--- config.mk ---
export PLATFORM = sky130hd
export DESIGN_NAME = mul_iter_unit
export DESIGN_NICKNAME = d
export VERILOG_FILES = /design/src/rtl/mul_iter_unit.sv
export SDC_FILE = /design/constraint.sdc
export NUM_CORES = 1
export LEC_CHECK = 0
export BUFFER_PORTS_ARGS = -buffer_cell sky130_fd_sc_hd__clkbuf_2
export CAP_MARGIN = 20
export CORE_ASPECT_RATIO = 0.6
export CORE_MARGIN = 4
export CORE_UTILIZATION = 50
export CTS_BUF_LIST = sky130_fd_sc_hd__clkbuf_4 sky130_fd_sc_hd__clkbuf_8
export DETAILED_ROUTE_END_ITERATION = 10
export PLACE_DENSITY = 0.71
export SETUP_SLACK_MARGIN = 0.02
export SLEW_MARGIN = 0
export SYNTH_ARGS = -nofsm -noshare
export SYNTH_HDL_FRONTEND = slang
export SYNTH_SLANG_ARGS = --single-unit
--- constraint.sdc ---
create_clock -name clk_i -period 3.45 [get_ports clk_i]
set_input_delay 0.1725 -clock clk_i [delete_from_list [all_inputs] [get_ports clk_i]]
set_output_delay 0.1725 -clock clk_i [all_outputs]
set_load 0.05 [all_outputs]
--- src/rtl/mul_iter_unit.sv ---
// Iterative shift-add multiplier for the EX stage: low WIDTH bits of src1*src2 with a fixed latency.
// Build option MUL_RADIX4_EN retires two multiplier bits per cycle and halves the latency.
module mul_iter_unit #(
  parameter int         WIDTH    = 32,
  parameter logic [3:0] MUL_CODE = 4'b0011
) (
  input  logic             clk_i,
  input  logic             rst_i,
  input  logic             start_i,
  input  logic [3:0]       ALUCtrl_i,
  input  logic [WIDTH-1:0] src1_i,
  input  logic [WIDTH-1:0] src2_i,
  input  logic             flush_i,
  output logic             stall_o,
  output logic             done_o,
  output logic [WIDTH-1:0] result_o
);

`ifdef MUL_RADIX4_EN
  localparam int ITERS = WIDTH / 2;
`else
  localparam int ITERS = WIDTH;
`endif
  localparam int               CNT_W    = $clog2(WIDTH) + 1;
  localparam logic [CNT_W-1:0] LAST_CNT = CNT_W'(ITERS - 1);

  typedef enum logic [1:0] {
    ST_IDLE = 2'd0,
    ST_BUSY = 2'd1,
    ST_DONE = 2'd2
  } state_e;

  state_e           state_q, state_d;
  logic [CNT_W-1:0] cnt_q, cnt_d;
  logic [WIDTH-1:0] mcand_q, mcand_d;
  logic [WIDTH-1:0] mplier_q, mplier_d;
  logic [WIDTH-1:0] acc_q, acc_d;
  logic [WIDTH-1:0] result_q, result_d;
  logic             done_q, done_d;
  logic [WIDTH-1:0] addend_s;
  logic [WIDTH-1:0] acc_sum_s;
  logic             accept_s;
`ifdef MUL_RADIX4_EN
  logic [WIDTH-1:0] mcand3_q, mcand3_d;
`endif

  // Reset also masks the accept so the pipeline is never stalled while held in reset.
  assign accept_s = rst_i & start_i & (ALUCtrl_i == MUL_CODE) & ~flush_i &
                    ((state_q == ST_IDLE) | (state_q == ST_DONE));
  assign stall_o  = accept_s | (state_q == ST_BUSY);
  assign done_o   = done_q;
  assign result_o = result_q;

  // Partial product selected by the low multiplier bit(s).
  always_comb begin
    addend_s = {WIDTH{1'b0}};
`ifdef MUL_RADIX4_EN
    case (mplier_q[1:0])
      2'b00:   addend_s = {WIDTH{1'b0}};
      2'b01:   addend_s = mcand_q;
      2'b10:   addend_s = {mcand_q[WIDTH-2:0], 1'b0};
      2'b11:   addend_s = mcand3_q;
      default: addend_s = {WIDTH{1'b0}};
    endcase
`else
    if (mplier_q[0]) begin
      addend_s = mcand_q;
    end else begin
      addend_s = {WIDTH{1'b0}};
    end
`endif
    acc_sum_s = acc_q + addend_s;
  end

  // Next-state logic: accept, iterate, retire; flush overrides everything but the result.
  always_comb begin
    state_d  = state_q;
    cnt_d    = cnt_q;
    mcand_d  = mcand_q;
    mplier_d = mplier_q;
    acc_d    = acc_q;
    result_d = result_q;
    done_d   = 1'b0;
`ifdef MUL_RADIX4_EN
    mcand3_d = mcand3_q;
`endif
    if (flush_i) begin
      state_d = ST_IDLE;
      cnt_d   = {CNT_W{1'b0}};
    end else begin
      case (state_q)
        ST_IDLE, ST_DONE: begin
          if (accept_s) begin
            state_d  = ST_BUSY;
            cnt_d    = {CNT_W{1'b0}};
            mcand_d  = src1_i;
            mplier_d = src2_i;
            acc_d    = {WIDTH{1'b0}};
`ifdef MUL_RADIX4_EN
            mcand3_d = src1_i + {src1_i[WIDTH-2:0], 1'b0};
`endif
          end else begin
            state_d = ST_IDLE;
          end
        end
        ST_BUSY: begin
          acc_d = acc_sum_s;
          cnt_d = cnt_q + CNT_W'(1);
`ifdef MUL_RADIX4_EN
          mcand_d  = {mcand_q[WIDTH-3:0], 2'b00};
          mcand3_d = {mcand3_q[WIDTH-3:0], 2'b00};
          mplier_d = {2'b00, mplier_q[WIDTH-1:2]};
`else
          mcand_d  = {mcand_q[WIDTH-2:0], 1'b0};
          mplier_d = {1'b0, mplier_q[WIDTH-1:1]};
`endif
          if (cnt_q == LAST_CNT) begin
            state_d  = ST_DONE;
            result_d = acc_sum_s;
            done_d   = 1'b1;
          end else begin
            state_d = ST_BUSY;
          end
        end
        default: begin
          state_d = ST_IDLE;
          cnt_d   = {CNT_W{1'b0}};
        end
      endcase
    end
  end

  // State and datapath registers.
  always_ff @(posedge clk_i or negedge rst_i) begin
    if (!rst_i) begin
      state_q  <= ST_IDLE;
      cnt_q    <= {CNT_W{1'b0}};
      mcand_q  <= {WIDTH{1'b0}};
      mplier_q <= {WIDTH{1'b0}};
      acc_q    <= {WIDTH{1'b0}};
      result_q <= {WIDTH{1'b0}};
      done_q   <= 1'b0;
`ifdef MUL_RADIX4_EN
      mcand3_q <= {WIDTH{1'b0}};
`endif
    end else begin
      state_q  <= state_d;
      cnt_q    <= cnt_d;
      mcand_q  <= mcand_d;
      mplier_q <= mplier_d;
      acc_q    <= acc_d;
      result_q <= result_d;
      done_q   <= done_d;
`ifdef MUL_RADIX4_EN
      mcand3_q <= mcand3_d;
`endif
    end
  end

endmodule
=== Word level (Yosys, flattened, before mapping) ===
Index checks and enable logic that the tools add are counted.

* Add/sub/neg operators: 2
* Equal/unequal tests: 6
* Mux-type cells: 17
* Reduce and logical (&&, ||, !) cells: 5
* Bitwise gates (word level): 7

{| class="wikitable"
|+ Operators by type and width
! cell !! number
|-
| $pmux W32 S2 || 3
|-
| $mux W32 || 4
|-
| $add A32 B32 Y32 || 1
|-
| $mux W6 || 2
|-
| $pmux W6 S2 || 1
|-
| $add A6 B1 Y6 const B || 1
|-
| $eq A6 B5 Y1 const B || 1
|-
| $reduce_and A3 Y1 || 2
|-
| $and A1 B1 Y1 || 4
|-
| $eq A4 B2 Y1 const B || 1
|-
| $mux W1 || 4
|-
| $mux W2 || 2
|-
| $pmux W2 S2 || 1
|-
| $ne A3 B3 Y1 const B || 1
|-
| $eq A2 B1 Y1 const B || 1
|-
| $eq A2 B2 Y1 const B || 1
|-
| $logic_not A2 Y1 || 1
|-
| $ne A2 B2 Y1 const B || 1
|-
| $or A1 B1 Y1 || 2
|-
| $reduce_bool A2 Y1 || 1
|-
| $reduce_or A2 Y1 || 1
|-
| $not A1 Y1 || 1
|}

* Register bits: 137

=== Depth between registers and ports, before layout ===
Gate-level depths: netlist of run 1.

* Depth in word-level cells: 7
* Depth in mapped cells: 12

=== Least setup slack after synthesis of run 1 ===
OpenSTA, ideal clock, no wires.

* Kind: reg-to-reg
* Start point: reg mplier_q[0]
* End point: reg result_q[26] (netlist: result_o[26])
* Buffers on the path: 1
* Arrival time: 2.642 ns
* Setup slack: 0.683 ns
* Required time: 3.325 ns
* Cell stages (with the launch flop): 12
* Library setup time: 0.125 ns
* Cells stage by stage: dfrtp_1 -> clkbuf_1 -> and2_1 -> fa_1 -> a21o_1 -> a31oi_1 -> nor2_1 -> a211o_1 -> o31ai_4 -> o21bai_1 -> xor2_1 -> mux2_2

* Cells in the longest elaborated chain, start to end: 2

{| class="wikitable"
|+ Ends and longest elaborated chain
! item !! line !! source
|-
| start: declaration || 36 || <nowiki>logic [WIDTH-1:0] mplier_q, mplier_d;</nowiki>
|-
| start signal: assignment || 139 || <nowiki>mplier_q <= {WIDTH{1'b0}};</nowiki>
|-
| start signal: assignment || 150 || <nowiki>mplier_q <= mplier_d;</nowiki>
|-
| $mux W32 || 66 || <nowiki>if (mplier_q[0]) begin</nowiki>
|-
| $add A32 B32 Y32 || 72 || <nowiki>acc_sum_s = acc_q + addend_s;</nowiki>
|-
| end signal: assignment || 141 || <nowiki>result_q <= {WIDTH{1'b0}};</nowiki>
|-
| end signal: assignment || 152 || <nowiki>result_q <= result_d;</nowiki>
|-
| end: declaration || 38 || <nowiki>logic [WIDTH-1:0] result_q, result_d;</nowiki>
|}

No other way between the ends.
A chain may end at the register's enable or synchronous reset.

=== Worst setup path after layout of run 1 ===
* Start point: reg mplier_q[0]
* End point: reg result_q[30] (netlist: result_o[30])

Same word-level chain as after synthesis.

==> results.ini, run 1 <==
[hold_path]
holdCritStartpoint=src1_i[18]
whs_path_depth=3
hold_class=in2reg
min_to=mcand_q[18]

[grt]
grt_max_degree=82
grt_pass1_vias=6114
globalRouteTotalUtil_pct=23.3
grt_first_pass_wirelength_microns=32000
gr-total-overflow=0
antenna_found_initial=0

[floorplan]
top_level_ports=106
dieHeight_microns=103
initial_core_util_pct=51.4
coreArea_sq_um=14500
row_count=34
die-area_sq_um=17000
die_w_microns=166

[logic_synthesis]
ys_seq_area_share_pct=45.5
synthCells=811
synth_top_flop_cell=dfrtp_1
syn-num-nets=916
synth_top_family_by_area=simple AND/OR/NAND/NOR gates
synth_compound_area_share_pct=18.8
synthAdderAreaFrac_pct=5.62
synthMuxAreaShare_pct=4.32
synth-seq-cells=136
yosysUniqueCellTypes=55
synth_area_sq_um=7480
avgSynthCellArea_sq_um=9.22
synth_edf_count=0
async_flop_share_pct=100
synth-simple-area-share_pct=19.0
ys_warn_count=0
synth-xor-area-share_pct=3.75

[routing]
vias_per_cell=5.55
wire_per_inst_microns=16.6
drc=0
vias=6479
drt-total-wl_microns=19300
postRouteAntennaNets=0
first_pass_iters=5
drt-initial-drc-count=512

[run_status]
status=finished clean

[critical_path]
crit_path_cell_trace=buf_4, and2_1, ha_1, nand4_1, or4b_1, nor2_1, a211o_1, o31ai_4, o21ai_1, xor2_1, mux2_2
r2r_end=result_o[30]
crit_fanout=26
rr_startpoint=mplier_q[0]
cp.required_ps=3780
cpPeakStageDelay_ps=530
setup.worst_path.end_class=register
r2r_cells=11
crit_slowest_cell=or4b_1
arrival_ps=3460
reg2reg_slack_ps=330
critical_path_depth=11
critPathKind=reg2reg
path_buf_inv=1
critPathLaunchType=register
cp_top_family=simple AND/OR/NAND/NOR gates

[sta]
worst_pin_slew_ps=774
slew_headroom_pct=48.4
fmax_mhz=320
slew_violations=0
totalNegativeSetupSlack_ps=0
period_minus_slack_ps=3120
rsz0062_at_grt=false
setup_viol=0
skew_ps=15.1
hold_viol_final=0
setup_slack_ps=329
period_share_pct=90.5

[final_layout]
nets=1060
fillers=1218
final_cells=1167
area_growth_pct=23.2
layout-drive-gt1-share_pct=20.1
fin_util_pct=63.3

[placed_design]
port_buffers=105
dp_hpwl_microns=13200
gp_congestion=0.924
placed_cells=1072
place_ws_ps=381

[clock_network]
cts_buffers=17
cts_tree=yes
clk_pin_slew_ps=90
cts_sinks=136
clock-root-buffer=clkbuf_8
cts.htree.levels=4
cts_setup_buffers=0
clk_path_buf_depth=2
insertion_delay_ps=460

[power_and_ir_drop]
power_density_nw_per_um2=641
p_leak_nw=4.40
peakVddDrop_mv=0.268

[run]
max_cap_violations=0

## metal layers
metal  vias up  share of wire [%]  wire length [microns]  track usage [%]
li1       3167                  -                      -                -
met1      3069                 51                   9810             35.9
met2       214                 41                   7850             32.3
met3        29                7.1                   1370             5.63
met4         0                1.6                    304             7.22
met5         -                  0                      0                0
## cells by family after synthesis
| family | after synthesis |
|---|---|
| buffers and inverters | 57 |
| DFF | 136 |
| and+or+nand+nor | 322 |
| AOI/OAI and AO/OA | 203 |
| xor gates and xnor gates | 32 |
| muxes | 28 |
| adders and majority gates | 33 |
## cells in the mapped netlist, drive strengths merged, types with 2 or more instances
cell    number  area share (%)
a211o        2            0.23
a211oi       5            0.64
a21o        16             1.6
a21oi       29             2.0
a22o        29             3.4
a31oi       71             6.1
and2        32             2.7
and3         5            0.42
buf         10            0.64
clkbuf      45             2.3
dfrtp      136              46
ha          32             5.4
inv          2            0.10
mux2        28             4.3
nand2      158             7.9
nand2b       5            0.42
nand3        8            0.54
nand4       12             1.0
nor2        81             4.1
nor2b        4            0.33
nor3         9            0.60
nor4         2            0.37
o211ai       2            0.20
o21a         3            0.30
o21ai       26             1.8
o21bai       5            0.55
o22ai        2            0.17
o31ai        4            0.72
o41ai        2            0.23
or2          2            0.17
or4b         2            0.32
xnor2       16             1.9
xor2        16             1.9
## metrics by stage
step | hold slack, ps | total power (W) | instance area (sq um)
6_report | 18.6 | 0.00591 | 9210
4_1_cts | 1.16 | 0.00590 | 9210
2_1_floorplan | -123 | 0.00384 | 7480
3_5_place_dp | 314 | 0.00445 | 8180
5_1_grt | 10.0 | 0.00632 | 9210
3_3_place_gp | 318 | 0.00442 | 8180
## cell type report
| type | count | area [sq um] | share of cell area, % |
|---|---|---|---|
| clock inverter | 15 | 178 | 1.93 |
| sequential | 136 | 3400 | 36.9 |
| timing repair buffer | 180 | 1260 | 13.7 |
| inverter | 2 | 7.51 | 0.0815 |
| tap | 198 | 248 | 2.69 |
| clock buffer | 17 | 234 | 2.54 |
| multi-input combinational | 618 | 3880 | 42.1 |
| antenna | 1 | 2.50 | 0.0272 |
## layout by cell type, fill, tap and decap left out, types with 3 or more instances in the layout
cell and n:
a211oi_1 3, buf_4 12, a22o_1 29, nor2b_1 3
clkinvlp_4 3, nor2_1 80, a21oi_1 27, ha_1 32
clkbuf_8 17, a21o_1 16, inv_8 3, o21ai_0 24
xnor2_1 16, nand2_1 158, o21bai_1 4, mux2_2 26
clkbuf_2 104, and3_1 5, nand4_1 12, inv_6 5
nand2b_1 4, nand3_1 8, a31oi_1 70, and2_1 32
dfrtp_1 136, o21a_1 3, nor3_1 9, xor2_1 16
dlygate4sd3_1 62
## registers in the layout, summed over array words and instances, names as in the netlist
register,count
result_o,32
cnt_q,6
mplier_q,32
done_o,1
state_q,1
acc_q,32
mcand_q,32
## power by group
part	total, W	internal (W)	switching, W
Sequential	0.00217	0.00192	0.000243
Combinational	0.00235	0.00100	0.00135
Clock	0.00139	0.000670	0.000719
Total	0.00591	0.00359	0.00231
## worst register-to-register path, cell delays in order, from the launching register on
cell and delay (ps):
dfrtp_1 450, buf_4 250, and2_1 180, ha_1 390, nand4_1 200, or4b_1 530
nor2_1 110, a211o_1 210, o31ai_4 90, o21ai_1 200, xor2_1 120, mux2_2 280
## worst max path at each step
stage                           start            to  slack (ps)
after global placement    mplier_q[0]  result_o[30]         440
after CTS                 mplier_q[0]     acc_q[29]         360
after global routing      mplier_q[0]  result_o[26]         140
after detailed placement  mplier_q[0]  result_o[30]         380
final                     mplier_q[0]  result_o[30]         330
after floorplan           mplier_q[0]  result_o[26]         680
## what timing repair did
action | in CTS | in global routing
hold endpoints to repair | 99 | 0
resized for setup | 0 | 0
hold buffers | 62 | 0
No activity file was read; power rests on OpenSTA's default activity.
==> run 2: changes to the inputs <==
--- a/config.mk
+++ b/config.mk
@@ -7,7 +7,7 @@
 export LEC_CHECK = 0
 export BUFFER_PORTS_ARGS = -buffer_cell sky130_fd_sc_hd__clkbuf_2
 export CAP_MARGIN = 20
-export CORE_ASPECT_RATIO = 0.6
+export CORE_ASPECT_RATIO = 1.4
 export CORE_MARGIN = 4
 export CORE_UTILIZATION = 50
 export CTS_BUF_LIST = sky130_fd_sc_hd__clkbuf_4 sky130_fd_sc_hd__clkbuf_8
==> constraint.sdc (replaced) <==
create_clock -name clk_i -period 3.45 [get_ports clk_i]
set_input_delay 0.345 -clock clk_i [delete_from_list [all_inputs] [get_ports clk_i]]
set_output_delay 0.345 -clock clk_i [all_outputs]
set_load 0.05 [all_outputs]
==> run 2 against run 1 <==
Net effect: flip-flop and latch count is the same; sequential share of layout area is 2.3 points higher; critical path depth is 1 higher; clock-buffer cell count unchanged; register-to-register slack worse by 120 ps; routed wire length is 8.9% lower; utilization decreased by 3.8 points; fmax is 3.8% lower; via count down 5.0%; critical path type unchanged.
==> results.ini, run 2 (synthesis results as in run 1) <==
[placed_design]
place_ws_ps=249  ; -132 ps
placed_area_sq_um=8170  ; -0.14%
port_buffers=105  ; unchanged
dp_hpwl_microns=12400  ; -6.2%
gp_congestion=0.900  ; -2.6%

[critical_path]
r2r_end=result_o[28]
reg2reg_slack_ps=210  ; -120 ps
arrival_ps=3570  ; +110 ps
critPathLaunchType=register
cp.required_ps=3780  ; about the same
r2r_cells=12  ; +1
critPathKind=reg2reg
startpoint=mplier_q[0]
endpoint=result_o[28]
setup.worst_path.end_class=register
crit_fanout=14  ; -46%
rr_startpoint=mplier_q[0]

[routing]
postRouteAntennaNets=0  ; unchanged
first_pass_iters=5  ; unchanged
drt-initial-drc-count=372  ; -27%
vias_per_cell=5.61  ; +1.1%
wire_per_inst_microns=16.1  ; -3.0%
drc=0  ; unchanged
vias=6152  ; -5.0%
drt-total-wl_microns=17600  ; -8.9%

[clock_network]
cts.htree.levels=4  ; unchanged
cts_tree=yes
cts_sinks=136  ; unchanged
clk_pin_slew_ps=80  ; about the same
insertion_delay_ps=440  ; -20 ps
cts_buffers=17  ; unchanged
clock-root-buffer=clkbuf_8
clk_path_buf_depth=2  ; unchanged

[floorplan]
die-area_sq_um=17000  ; -0.22%
top_level_ports=106  ; unchanged
initial_core_util_pct=51.3  ; -0.088 points
row_count=52  ; +53%
coreArea_sq_um=14600  ; +0.17%
dieHeight_microns=153  ; +49%
die_w_microns=111  ; -33%

[run]
max_cap_violations=0  ; unchanged

[sta]
skew_ps=12.1  ; -3.02 ps
setup_slack_ps=208  ; -122 ps
period_share_pct=94.0  ; +3.5 points
worst_pin_slew_ps=728  ; -46.2 ps
totalNegativeSetupSlack_ps=0  ; unchanged
hold_viol_final=0  ; unchanged
slew_headroom_pct=51.5  ; +3.1 points
slew_violations=0  ; unchanged
setup_viol=0  ; unchanged
period_minus_slack_ps=3240  ; +122 ps
rsz0062_at_grt=false
fmax_mhz=308  ; -3.8%

[run_status]
status=finished clean

[grt]
antenna_found_initial=0  ; unchanged
grt_pass1_vias=6123  ; +0.15%
gr-total-overflow=0  ; unchanged
grt_max_degree=92  ; +12%
grt_first_pass_wirelength_microns=29700  ; -7.3%
globalRouteTotalUtil_pct=21.1  ; -2.2 points

[final_layout]
nets=999  ; -5.8%
antenna_cells=0  ; -1
final_common_cell=nand2_1
layout-drive-gt1-share_pct=21.7  ; +1.6 points
area_growth_pct=15.9
layout_common_cells=nand2_1 (158), dfrtp_1 (136), clkbuf_2 (104), nor2_1 (80), a31oi_1 (70)
design_area_sq_um=8670  ; -5.9%

[hold_path]
hold_class=in2async

[power_and_ir_drop]
p_leak_nw=4.20  ; -4.6%
power_density_nw_per_um2=690  ; +7.5%
peakVddDrop_mv=0.259  ; -3.1%
power_w=0.00598  ; +1.2%

run 2: cell count changes in the layout (fill, tap and decap cells not counted), sizes merged:
cell         before  now
dlygate4sd3      62    0
bufinv            2    5
clkinvlp          3    0
clkinv            2    4
inv              10    8
buf              14   15
diode             1    0
run 2: worst max-delay path: stages (launching register included):
cell and delay, ps:
dfrtp_1 550, and2_1 190, ha_1 180, fa_1 210, a21o_1 150, a31oi_1 150
o31ai_2 500, a21oi_2 110, nor4_1 360, buf_4 200, a31oi_1 100, xnor2_1 170
mux2_2 270
run 2: layer usage:
| metal | global-route usage [%] | share of wire, % | wire length (microns) | vias up |
|---|---|---|---|---|
| met5 | 0 | 0 | 0 | - |
| met1 | 27.5 | 43 | 7600 | 2938 |
| li1 | - | - | - | 3037 |
| met3 | 4.17 | 4.4 | 778 | 35 |
| met4 | 7.13 | 2.3 | 405 | 0 |
| met2 | 35.1 | 50 | 8830 | 142 |
run 2: worst min path at each step:
stage              endpoint         start  slack [ps]  depth (start not counted)
6_report       mplier_q[26]         rst_i          40                          2
5_1_grt        mplier_q[26]         rst_i          90                          2
4_1_cts        mplier_q[26]         rst_i          50                          2
3_5_place_dp   mplier_q[31]  mplier_q[31]         460                          2
3_3_place_gp   mplier_q[31]  mplier_q[31]         460                          2
2_1_floorplan      acc_q[0]         rst_i          50                          0
run 2: stage by stage:
| step | utilization [%] | hold slack [ps] | instances |
|---|---|---|---|
| 6_report | 59.5 | 42.0 | 1096 |
| 5_1_grt | 59.5 | 93.2 | 1096 |
| 4_1_cts | 59.3 | 52.2 | 1095 |
| 3_5_place_dp | 56.0 | 461 | 1063 |
| 3_3_place_gp | 56.0 | 462 | 1063 |
| 2_1_floorplan | - | 49.4 | 811 |
run 2: cell type report:
type                       count  area [sq um]
tap                          189           236
clock inverter                15           238
timing repair buffer         119           669
fill                        1320          5900
sequential                   136          3400
multi-input combinational    618          3880
inverter                       2          7.51
clock buffer                  17           234
run 2: power breakdown:
group	switching, W	total (W)	internal (W)	leakage (nW)
clock network	0.000692	0.00157	0.000880	0.237
logic	0.00129	0.00225	0.000956	2.27
registers	0.000237	0.00216	0.00193	1.69
total	0.00222	0.00598	0.00376	4.20
run 2: timing repair:
action,in CTS,in global routing
endpoints found under the setup margin,0,3
resized for setup,0,1
hold buffers,0,0
buffers inserted,0,0
==> run 3: changes to the inputs <==
--- a/config.mk
+++ b/config.mk
@@ -5,6 +5,7 @@
 export SDC_FILE = /design/constraint.sdc
 export NUM_CORES = 1
 export LEC_CHECK = 0
+export ABC_AREA = 1
 export BUFFER_PORTS_ARGS = -buffer_cell sky130_fd_sc_hd__clkbuf_2
 export CAP_MARGIN = 20
 export CORE_ASPECT_RATIO = 1.4
@@ -12,7 +13,7 @@
 export CORE_UTILIZATION = 50
 export CTS_BUF_LIST = sky130_fd_sc_hd__clkbuf_4 sky130_fd_sc_hd__clkbuf_8
 export DETAILED_ROUTE_END_ITERATION = 10
-export PLACE_DENSITY = 0.71
+export PLACE_DENSITY = 0.7
 export SETUP_SLACK_MARGIN = 0.02
 export SLEW_MARGIN = 0
 export SYNTH_ARGS = -nofsm -noshare
==> run 3 against run 2 <==
Net effect: total power fell by 29%; worst setup slack improved by 610 ps; utilization fell by 2.1 points; fmax rose by 23%; highest routed layer unchanged.
==> results.ini, run 3 <==
[run_status]
status=finished clean

[sta]
worst_pin_slew_ps=1040  ; +307 ps
setup_slack_ps=815  ; +607 ps
hold_viol_final=0  ; unchanged
setup_viol=0  ; unchanged
totalNegativeSetupSlack_ps=0  ; unchanged
fmax_mhz=379  ; +23%
rsz0062_at_grt=false
slew_violations=0  ; unchanged
skew_ps=13.0  ; +0.900 ps
period_minus_slack_ps=2640  ; -607 ps
period_share_pct=76.4  ; -18 points
slew_headroom_pct=31.0  ; -20 points

[final_layout]
final_common_cell=nand2_1
antenna_cells=0  ; unchanged
layout_common_cells=nand2_1 (437), inv_1 (150), dfrtp_1 (136), clkbuf_2 (104), o21ai_1 (78)
area_growth_pct=12.2
final_cells=1430  ; +30%
layout-drive-gt1-share_pct=12.8  ; -8.9 points
nets=1323  ; +32%
fin_util_pct=57.4  ; -2.1 points

[logic_synthesis]
avgSynthCellArea_sq_um=7.43  ; -19%
syn-num-nets=1228  ; +34%
yosys-top-cells-area=dfrtp_1 (41%), nand2_1 (20%), mux2i_1 (7.4%)
synthTopCellsByCount=nand2_1 (437), inv_1 (150), dfrtp_1 (136), o21ai_1 (78), nand3_1 (63)
ys_seq_area_share_pct=40.8  ; -4.7 points
synth_edf_count=0  ; unchanged
ys_warn_count=0  ; unchanged
yosysMostFrequentCell=nand2_1
yosysUniqueCellTypes=34  ; -38%
async_flop_share_pct=100  ; unchanged
synth_top_area_share_pct=40.8  ; -4.7 points
yosys.area.top_type=dfrtp_1
synthCells=1123  ; +38%
synth_top_flop_cell=dfrtp_1
synth-seq-cells=136  ; unchanged
synth_area_sq_um=8350  ; +12%

[power_and_ir_drop]
p_leak_nw=5.35  ; +27%
power_density_nw_per_um2=453  ; -34%
peakVddDrop_mv=0.282  ; +8.8%
power_w=0.00424  ; -29%

[critical_path]
crit_fanout=23  ; +9
crit_path_cell_trace=buf_4, nand2_1, inv_1, ha_1, nand2_1, nor2_1, inv_1, o21bai_1, nand2_1, nand3_1, nand2_1, nand3_1, nand2_1
cp_common_cell=nand2_1
arrival_ps=2990  ; -580 ps
path_buf_inv=3  ; +2
startpoint=mplier_q[0]
cpPeakStageDelay_ps=810  ; +260 ps
setup.worst_path.end_class=register
critPathLaunchType=register
cp.required_ps=3800  ; +20 ps
critPathKind=reg2reg
rr_startpoint=mplier_q[0]
cp_top_family=simple AND/OR/NAND/NOR gates
crit_slowest_cell=dfrtp_1

[floorplan]
top_level_ports=106  ; unchanged
dieHeight_microns=161  ; +5.3%
coreArea_sq_um=16300  ; +12%
die-area_sq_um=18900  ; +11%
die_w_microns=117  ; +5.2%
row_count=55  ; +5.8%
initial_core_util_pct=51.2  ; -0.14 points

[hold_path]
holdCritStartpoint=src2_i[31]
hold_class=in2reg

[placed_design]
dp_hpwl_microns=15300  ; +24%
gp_congestion=0.933  ; +3.7%
place_ws_ps=837  ; +588 ps
port_buffers=105  ; unchanged
placed_cells=1397  ; +31%

[grt]
grt_max_degree=85  ; -7.6%
globalRouteTotalUtil_pct=23.0  ; +2.0 points
grt_pass1_vias=7179  ; +17%
grt_first_pass_wirelength_microns=34400  ; +16%
antenna_found_initial=0  ; unchanged
gr-total-overflow=0  ; unchanged

[clock_network]
clock-root-buffer=clkbuf_8
cts_buffers=17  ; unchanged
cts_setup_buffers=0  ; unchanged
cts_sinks=136  ; unchanged
clk_path_buf_depth=2  ; unchanged
cts.htree.levels=4  ; unchanged
cts_tree=yes
insertion_delay_ps=460  ; +20 ps
clk_pin_slew_ps=80  ; about the same

[routing]
drt-total-wl_microns=20500  ; +17%
postRouteAntennaNets=0  ; unchanged
first_pass_iters=7  ; +2
wire_per_inst_microns=14.4  ; -11%
vias_per_cell=5.07  ; -9.6%
vias=7255  ; +18%
drt-initial-drc-count=396  ; +6.5%
drc=0  ; unchanged

[run]
max_cap_violations=0  ; unchanged

run 3: worst register-to-register path, stage by stage (launching register included):
cell	delay, ps
dfrtp_1	810
buf_4	300
nand2_1	70
inv_1	60
ha_1	180
nand2_1	120
nor2_1	280
inv_1	70
o21bai_1	180
nand2_1	90
nand3_1	110
nand2_1	110
nand3_1	90
nand2_1	50
run 3: kinds of logic after synthesis:
logic type / count (synthesis) / share of synthesized area (%)
adders and majority gates: 33 / 5.04
and+or+nand+nor: 565 / 27.7
xor gates and xnor gates: 16 / 1.68
DFF: 136 / 40.8
buffers and inverters: 189 / 9.64
muxes: 62 / 7.43
AOI/OAI and AO/OA: 122 / 7.78
run 3: final timing paths:
| kind | to | slack [ps] | cells after the start |
|---|---|---|---|
| worst max-delay path | result_o[24] | 810 | 13 |
| worst min-delay path | mplier_q[31] | 140 | 3 |
| min in group asynchronous | mplier_q[28] | 290 | 2 |
| worst min register to register | result_o[11] | 480 | 2 |
| worst max register to register | result_o[24] | 810 | 13 |
| max in group asynchronous | acc_q[25] | 2010 | 3 |
run 3: final cells by class:
type,count,area (sq um)
inverters,153,574
flip-flops and latches,136,3400
repair buffers,112,599
fillers,1592,6940
multi-input cells,798,4140
well taps,199,249
clock buffers,19,255
clock inverters,13,145
run 3: through the flow:
| stage | instance area (sq um) | hold WS [ps] |
|---|---|---|
| floorplan | 8350 | 49.4 |
| global placement | 8960 | 210 |
| detailed placement | 8960 | 212 |
| CTS | 9370 | 118 |
| global route | 9370 | 137 |
| finish | 9370 | 138 |
run 3: where the power goes:
group / switching, W / internal (W) / total (W)
clock network: 0.000684 / 0.000676 / 0.00136
logic: 0.000535 / 0.000348 / 0.000883
registers: 0.000180 / 0.00182 / 0.00200
run 3: per-layer routing:
layer | wire, microns | GRT usage (%)
met4 | 694 | 9.23
met1 | 8870 | 29.2
met3 | 1090 | 5.20
met5 | 0 | 0
met2 | 9880 | 37.6
run 3: repair_timing:
item,4_1_cts,5_1_grt
endpoints found under the hold margin,19,0
hold buffers,1,0
gates resized for setup,0,0
